==> src/rtl/ring_johnson_counter.sv <==
// WIDTH-bit ring / Johnson shift counter with direction, enable, parallel load,
// illegal-pattern detection (optional self-correction), wrap pulse and position index.
module ring_johnson_counter #(
    parameter int unsigned WIDTH        = 8,
    parameter bit          SELF_CORRECT = 1'b1
) (
    input  logic                          clk_i,
    input  logic                          sys_rst_i,
    input  logic                          en_i,
    input  logic                          dir_i,
    input  logic                          mode_i,
    input  logic                          load_i,
    input  logic [WIDTH-1:0]              load_val_i,
    output logic [WIDTH-1:0]              counter_o,
    output logic [$clog2(2*WIDTH)-1:0]    idx_o,
    output logic                          wrap_o,
    output logic                          err_o
);

    localparam int unsigned IDX_W = $clog2(2 * WIDTH);

    logic             mode_q;
    logic             mode_d;
    logic [WIDTH-1:0] cnt_d;
    logic             stepped;
    logic [IDX_W-1:0] idx_d;
    logic             wrap_d;
    logic             err_d;

    function automatic logic [WIDTH-1:0] seed_of(input logic m);
        return m ? '0 : WIDTH'(1);
    endfunction

    function automatic int unsigned popcnt(input logic [WIDTH-1:0] c);
        int unsigned n;
        n = 0;
        for (int unsigned i = 0; i < WIDTH; i++) begin
            if (c[i]) n++;
        end
        return n;
    endfunction

    // True for 0..01..1 patterns, including all-zero and all-one.
    function automatic logic low_ones(input logic [WIDTH-1:0] c);
        return ((c + WIDTH'(1)) & c) == '0;
    endfunction

    function automatic logic is_legal(input logic [WIDTH-1:0] c, input logic m);
        if (m) return low_ones(c) || low_ones(~c);
        return popcnt(c) == 1;
    endfunction

    function automatic logic [IDX_W-1:0] index_of(input logic [WIDTH-1:0] c, input logic m);
        logic [IDX_W-1:0] r;
        int unsigned      p;
        r = '0;
        p = popcnt(c);
        if (is_legal(c, m)) begin
            if (!m) begin
                for (int unsigned i = 0; i < WIDTH; i++) begin
                    if (c[i]) r = IDX_W'(i);
                end
            end else if (c[0]) begin
                r = IDX_W'(p);
            end else if (p != 0) begin
                r = IDX_W'(2 * WIDTH - p);
            end
        end
        return r;
    endfunction

    function automatic logic [WIDTH-1:0] shift_of(input logic [WIDTH-1:0] c,
                                                  input logic m, input logic d);
        logic [WIDTH-1:0] r;
        case ({m, d})
            2'b00:   r = {c[WIDTH-2:0], c[WIDTH-1]};
            2'b01:   r = {c[0], c[WIDTH-1:1]};
            2'b10:   r = {c[WIDTH-2:0], ~c[WIDTH-1]};
            default: r = {~c[0], c[WIDTH-1:1]};
        endcase
        return r;
    endfunction

    // State register; reset seeds from the live mode input.
    always_ff @(posedge clk_i) begin
        if (!sys_rst_i) begin
            counter_o <= seed_of(mode_i);
            mode_q    <= mode_i;
            idx_o     <= '0;
            wrap_o    <= 1'b0;
            err_o     <= 1'b0;
        end else begin
            counter_o <= cnt_d;
            mode_q    <= mode_d;
            idx_o     <= idx_d;
            wrap_o    <= wrap_d;
            err_o     <= err_d;
        end
    end

    // Next pattern: load > mode change > step/correct > hold.
    always_comb begin
        cnt_d   = counter_o;
        mode_d  = mode_q;
        stepped = 1'b0;
        if (load_i) begin
            cnt_d = load_val_i;
        end else if (mode_i != mode_q) begin
            cnt_d  = seed_of(mode_i);
            mode_d = mode_i;
        end else if (en_i) begin
            if (SELF_CORRECT && !is_legal(counter_o, mode_q)) begin
                cnt_d = seed_of(mode_q);
            end else begin
                cnt_d   = shift_of(counter_o, mode_q, dir_i);
                stepped = 1'b1;
            end
        end
    end

    // Flags and index track the pattern being registered.
    always_comb begin
        idx_d  = index_of(cnt_d, mode_d);
        err_d  = !is_legal(cnt_d, mode_d);
        wrap_d = stepped && (cnt_d == seed_of(mode_d));
    end

endmodule

==> config.mk <==
export PLATFORM = sky130hd
export DESIGN_NAME = ring_johnson_counter
export DESIGN_NICKNAME = d
export VERILOG_FILES = /design/src/rtl/ring_johnson_counter.sv
export SDC_FILE = /design/constraint.sdc
export NUM_CORES = 1
export LEC_CHECK = 0
export ABC_AREA = 1
export CAP_MARGIN = 20
export CORE_ASPECT_RATIO = 0.7
export CORE_UTILIZATION = 55
export CTS_CLUSTER_DIAMETER = 30
export DETAILED_ROUTE_END_ITERATION = 10
export HOLD_SLACK_MARGIN = 0.15
export PLACE_DENSITY = 0.79
export SETUP_SLACK_MARGIN = 0.4
export SLEW_MARGIN = 25
export SYNTH_ARGS = -nofsm -noshare
export SYNTH_HDL_FRONTEND = slang
export SYNTH_SLANG_ARGS = --single-unit
==> constraint.sdc <==
create_clock -name clk_i -period 16.25 [get_ports clk_i]
set_input_delay 3.25 -clock clk_i [delete_from_list [all_inputs] [get_ports clk_i]]
set_output_delay 3.25 -clock clk_i [all_outputs]
set_load 0.02 [all_outputs]
# After elaboration in Yosys (flattened, before gate mapping)
# Index checks and enable logic that the tools add are counted.
[op_classes] add_sub_neg=26 n_eq_ne=6 n_mux=101 n_bitwise=8 reduce_logical=11
[op_table] operator="32-bit 2-to-1 mux" count=61
[op_table] operator="32-bit by 1-bit adder with 32-bit output (second input constant)" count=21
[op_table] operator="32-bit by 1-bit == test with 1-bit output (second input constant)" count=2
[op_table] operator="8-bit 2-to-1 mux" count=5
[op_table] operator="4-bit 2-to-1 mux" count=9
[op_table] operator="8-bit by 1-bit adder with 8-bit output (second input constant)" count=4
[op_table] operator="8-bit bitwise AND" count=4
[op_table] operator="8-bit zero test" count=4
[op_table] operator="32-bit nonzero test" count=1
[op_table] operator="1-bit 2-to-1 mux" count=25
[op_table] operator="8-bit one-hot mux with 3 select lines" count=1
[op_table] operator="8-bit inverter" count=2
[op_table] operator="8-bit by 1-bit == test with 1-bit output" count=1
[op_table] operator="1-bit by 4-bit subtractor with 4-bit output (first input constant)" count=1
[op_table] operator="2-bit by 1-bit == test with 1-bit output (second input constant)" count=1
[op_table] operator="2-bit == test (second input constant)" count=1
[op_table] operator="2-bit zero test" count=1
[op_table] operator="1-bit logical OR" count=2
[op_table] operator="1-bit inverter" count=2
[op_table] operator="2-bit AND reduction" count=1
[op_table] operator="1-bit logical AND" count=1
[op_table] operator="1-bit zero test" count=1
[op_table] operator="1-bit != test" count=1
[totals] ff_bits=15 inputBits=14 out_inout_bits=14 word_cells=157

# Depth between registers and ports, before layout
[logic_depth] word_depth=85 ltp_mapped=62 mapped_depth_nobuf=62

# Worst setup path before layout
# Ideal clock, no wire load.
[synth_path] kind="reg-to-reg" start="reg counter_o[0]" end="reg idx_o[2]" setup_time_ns=0.117 t_arrival_ns=8.419 t_required_ns=16.133 setup_slack_ns=7.714 stages_incl_launch_ff=60 path_buffers=0 synth_period_minus_slack_ns=8.536 cell_sequence="dfxtp_1 > inv_1 > ha_1 > inv_1 > nand2_4 > nand2_1 > inv_1 > ha_1 > nand2_1 > nand2_1 > ha_1 > or2_2 > nand2_1 > inv_1 > ha_1 > nand2_1 > nand2_1 > ha_1 > (+24 left out) > nand2_1 > inv_1 > ha_1 > or2_0 > nand2_2 > inv_1 > ha_1 > or2_0 > a21boi_1 > ha_1 > nand2_1 > nand2_1 > inv_1 > ha_1 > o21ai_0 > nand3_1 > o21ai_0 > nor2_1"
[synth_between] elab_chain_len=82 word_cells_on_any_way=126 cone_classes="add/sub: 26; eq/ne: 2; mux: 83; bitwise: 7; reduce/logical: 8"
[synth_lines] item="from (decl)" line="14" rtl="output logic [WIDTH-1:0] counter_o,"
[synth_lines] item="from (signal assigned)" line="87" rtl="counter_o <= seed_of(mode_i);"
[synth_lines] item="from (signal assigned)" line="93" rtl="counter_o <= cnt_d;"
[synth_lines] item="1-bit 2-to-1 mux" line="38" rtl="if (c[i]) n++;"
[synth_lines] item="32-bit 2-to-1 mux" line="50" rtl="return popcnt(c) == 1;"
[synth_lines] item="32-bit 2-to-1 mux" line="111" rtl="end else if (en_i) begin"
[synth_lines] item="32-bit 2-to-1 mux" line="108" rtl="end else if (mode_i != mode_q) begin"
[synth_lines] item="32-bit 2-to-1 mux" line="106" rtl="if (load_i) begin"
[synth_lines] item="32-bit by 1-bit adder with 32-bit output" line="38"
[synth_lines] item="32-bit 2-to-1 mux" line="38"
[synth_lines] item="32-bit 2-to-1 mux" line="50"
[synth_lines] item="(+66 left out)"
[synth_lines] item="32-bit 2-to-1 mux" line="38"
[synth_lines] item="32-bit 2-to-1 mux" line="50"
[synth_lines] item="32-bit by 1-bit adder with 32-bit output" line="38"
[synth_lines] item="32-bit 2-to-1 mux" line="38"
[synth_lines] item="32-bit 2-to-1 mux" line="50"
[synth_lines] item="32-bit by 1-bit == test with 1-bit output" line="50"
[synth_lines] item="1-bit 2-to-1 mux" line="50"
[synth_lines] item="2-bit AND reduction (no line)"
[synth_lines] item="to (signal assigned)" line="95" rtl="idx_o <= idx_d;"
[synth_lines] item="to (decl)" line="15" rtl="output logic [$clog2(2*WIDTH)-1:0] idx_o,"
# Every way passes the cells marked *; elsewhere a longest branch is shown, timed or not. The select of a mux whose other input is x is not followed.
# A chain may end at the register's enable or synchronous reset.

# Worst setup path in the final report
[layout_path] start="reg counter_o[0]" end="reg idx_o[0]"
# The elaborated chain is that of the path after synthesis.

==> impl_metrics.tcl <==
set metrics [dict create \
    status "completed" \
    top_layer_used "met4" \
    track_usage_pct 28.3 \
    multi_input_area_mm2 0.00178 \
    post-place-ws_ns 7.09 \
    die_x_um 80.4 \
    clock_skew_ns 0.00326 \
    vias 2697 \
    die_area_mm2 0.00457 \
    grt_pass1_wl_um 10200 \
    start_util_pct 58.9 \
    area_delta_synth_final_pct 15.1 \
    drt_wl_total_um 6030 \
    first_pass_iters 5 \
    internal-power_uw 98.5 \
    crit_arrival_ns 9.32 \
    ir_worst_vdd_mv 0.0477 \
    critPathCaptureType "register" \
    ctsHoldBuffers 0 \
    clkPwrFrac_pct 15.6 \
    drc 0 \
    numPortBuffers 27 \
    fp.coreArea_mm2 0.00402 \
    swShare_pct 47.2 \
    post_drt_wl_per_cell_um 12.0 \
    worstHoldPathType "reg2reg" \
    h-tree-depth 1 \
    hold_violations 0 \
    post-dp-hpwl_um 5010 \
    setup_ws_ns 7.10 \
    ys_ff_latch 15 \
    cts_tree "yes" \
    synth_compound_area_share_pct 13.9 \
    ant_nets 0 \
    grt_overflow 0 \
    critPathMostFrequentCell "nand2_1" \
    clkLatencyLatePin_ns 0.24 \
    worstSetupPathType "reg2reg" \
    report.final.setup_viol 0 \
    register_area_um2 300 \
    rows 19 \
    power.leakage_nw 1.44 \
    worst-endpoint-required_ns 16.43 \
    combPwrFrac_pct 61.1 \
    synth_fa_ha_area_share_pct 11.1 \
    layout_min_cycle_time_ns 9.15 \
    grt_max_degree 16 \
    final_nets 485 \
    fin_crit_sh_pct 56.3 \
    clkSinkCount 15 \
    switchingPower_uw 88.1 \
    timing.fmax_mhz 109 \
    syn_area_mm2 0.00237 \
    worst_path_max_delay_cell "dfxtp_1" \
    cts_max_path_buffers 2 \
    place_area_mm2 0.00268 \
    startpoint "counter_o[0]" \
    diodes 0 \
    drt_iter0_drc 165 \
    seqPwrFrac_pct 23.3 \
    synth.avg_cell_area_um2 5.61 \
    cts_buffers 3 \
    antenna_found_initial 0 \
    fin_util_pct 67.8 \
    hold_start "mode_q" \
    met1_length_um 3240 \
    relSlewSlack_pct 61.1 \
    drv_slew 0 \
    viasPerCell 5.38 \
    muxShareOfSynthArea_pct 0 \
    finalWeightedCongestion 0.982 \
    synthesis.nets 457 \
    postCtsSetupRepairBufs 0 \
    first_global_vias 2223 \
    synthCells 422 \
    maxCapViolations 0 \
    synth_xor_area_share_pct 0.370 \
    clk_pin_slew_ns 0.06 \
    n_fill_cell 379 \
    die_h_um 56.9 \
    synth_cell_types 35 \
    power.density_mw_per_mm2 68.5 \
    rsz0062_at_grt "false" \
    synthSimpleGateAreaFrac_pct 49.8 \
    ios 28 \
    r2r_start "counter_o[0]" \
    drive_above_1_share_pct 11.6 \
    tns_ns 0 \
    post_cts_resized 0 \
    wl_met2_um 2320 \
    cp_max_fo 12 \
    synth_top_family_by_area "simple AND/OR/NAND/NOR gates" \
    max_stage_delay_ns 0.51 \
    ys_seq_area_share_pct 12.7 \
    yosysWarnings 0 \
    finalInstanceArea_mm2 0.00273 \
    wl_met3_um 430 \
    tightest_slew_ns 0.580 \
    root_buffer "clkbuf_8" \
    worstSetupStartpointType "register" \
]
==> registers in the layout, indices dropped and copies added (netlist names) <==
name	flops
wrap_o	1
idx_o	4
counter_o	8
err_o	1
mode_q	1
==> power by group through the flow <==
stage | sequential, mW | clock [mW] | combinational [mW]
6_report | 0.0435 | 0.0291 | 0.114
5_1_grt | 0.0440 | 0.0318 | 0.130
4_1_cts | 0.0435 | 0.0295 | 0.113
3_5_place_dp | 0.0442 | 0 | 0.112
3_3_place_gp | 0.0443 | 0 | 0.109
2_1_floorplan | 0.0461 | 0 | 0.0825
==> per-stage QoR <==
stage,instances,hold WS [ns],total power [mW]
floorplan,422,0.739,0.129
global placement,497,0.905,0.154
detailed placement,497,0.863,0.156
CTS,501,0.885,0.186
global route,501,0.961,0.205
finish,501,0.919,0.187
==> synth_stat cells <==
cell type | instances | area [um2]
clkinv_1 | 1 | 3.75
inv_1 | 57 | 214
nor2_4 | 3 | 33.8
dfxtp_1 | 15 | 300
nand2_2 | 22 | 138
clkbuf_1 | 3 | 11.3
nand4_1 | 4 | 25.0
or2_0 | 3 | 18.8
nor2_1 | 34 | 128
inv_4 | 1 | 6.26
inv_2 | 9 | 33.8
nor4_1 | 1 | 6.26
buf_4 | 1 | 7.51
nor3_1 | 1 | 5.00
buf_6 | 1 | 11.3
or2_2 | 2 | 12.5
o21ai_0 | 23 | 115
a21boi_1 | 1 | 7.51
o21bai_1 | 1 | 7.51
o21ai_1 | 6 | 30.0
a21oi_2 | 1 | 8.76
nand2_4 | 3 | 33.8
ha_1 | 21 | 263
o31ai_1 | 3 | 22.5
xor2_1 | 1 | 8.76
nand3_2 | 5 | 50.1
a221oi_1 | 1 | 8.76
nand3b_1 | 4 | 30.0
o2111ai_1 | 2 | 17.5
nand2_1 | 132 | 495
a21oi_1 | 13 | 65.1
nand3_1 | 38 | 190
nor2_2 | 2 | 12.5
o22ai_1 | 5 | 31.3
a211oi_1 | 2 | 15.0
==> metal layers <==
layer	up-vias	GRT usage, %
met4	0	3.32
li1	1407	-
met3	7	4.07
met1	1189	46.3
met5	-	0
met2	94	38.9
==> final timing paths <==
path | slack (ns) | end | cells after the start
setup / recovery | 7.10 | idx_o[0] | 61
hold / removal | 0.92 | idx_o[2] | 4
setup reg to reg | 7.10 | idx_o[0] | 61
hold reg to reg | 0.92 | idx_o[2] | 4
==> layout make-up <==
cell class	count	share of cell area (%)
timing repair buffer	28	10.2
multi-input combinational	334	65.3
sequential	15	11.0
clock buffer	4	1.65
tap	52	2.39
inverter	68	9.46
==> worst max-delay path, delay by kind of cell, from the launching register on <==
family	cells	cell delay (ns)
buffers and inverters	12	1.10
and+or+nand+nor	34	3.67
AOI/OAI and AO/OA	3	0.40
adders and majority gates	12	3.42
DFF	1	0.51
==> cell families (layout without fill, tap and decap cells) <==
logic type      count (synthesis)  count (layout)
compound gates                 58              58
flops                          15              15
simple gates                  254             254
fa+ha+maj                      21              21
buf+inv                        73             100
xor+xnor                        1               1
==> layout by cell type (no fill, tap or decap), types with 2 or more instances in the layout <==
master / count
clkdlybuf4s50_1: 27
or2_2: 2
nor2_1: 34
nor2_4: 3
nand3_1: 38
nor2_2: 2
nand2_2: 22
o22ai_1: 5
nand3_2: 5
a211oi_1: 2
o2111ai_1: 2
o21ai_0: 23
o31ai_1: 3
nand2_4: 3
or2_0: 3
nand4_1: 4
clkbuf_8: 3
dfxtp_1: 15
o21ai_1: 6
nand3b_1: 4
ha_1: 21
a21oi_1: 13
inv_2: 9
inv_1: 57
nand2_1: 132
Note: power is estimated with default switching activity, not from simulation.
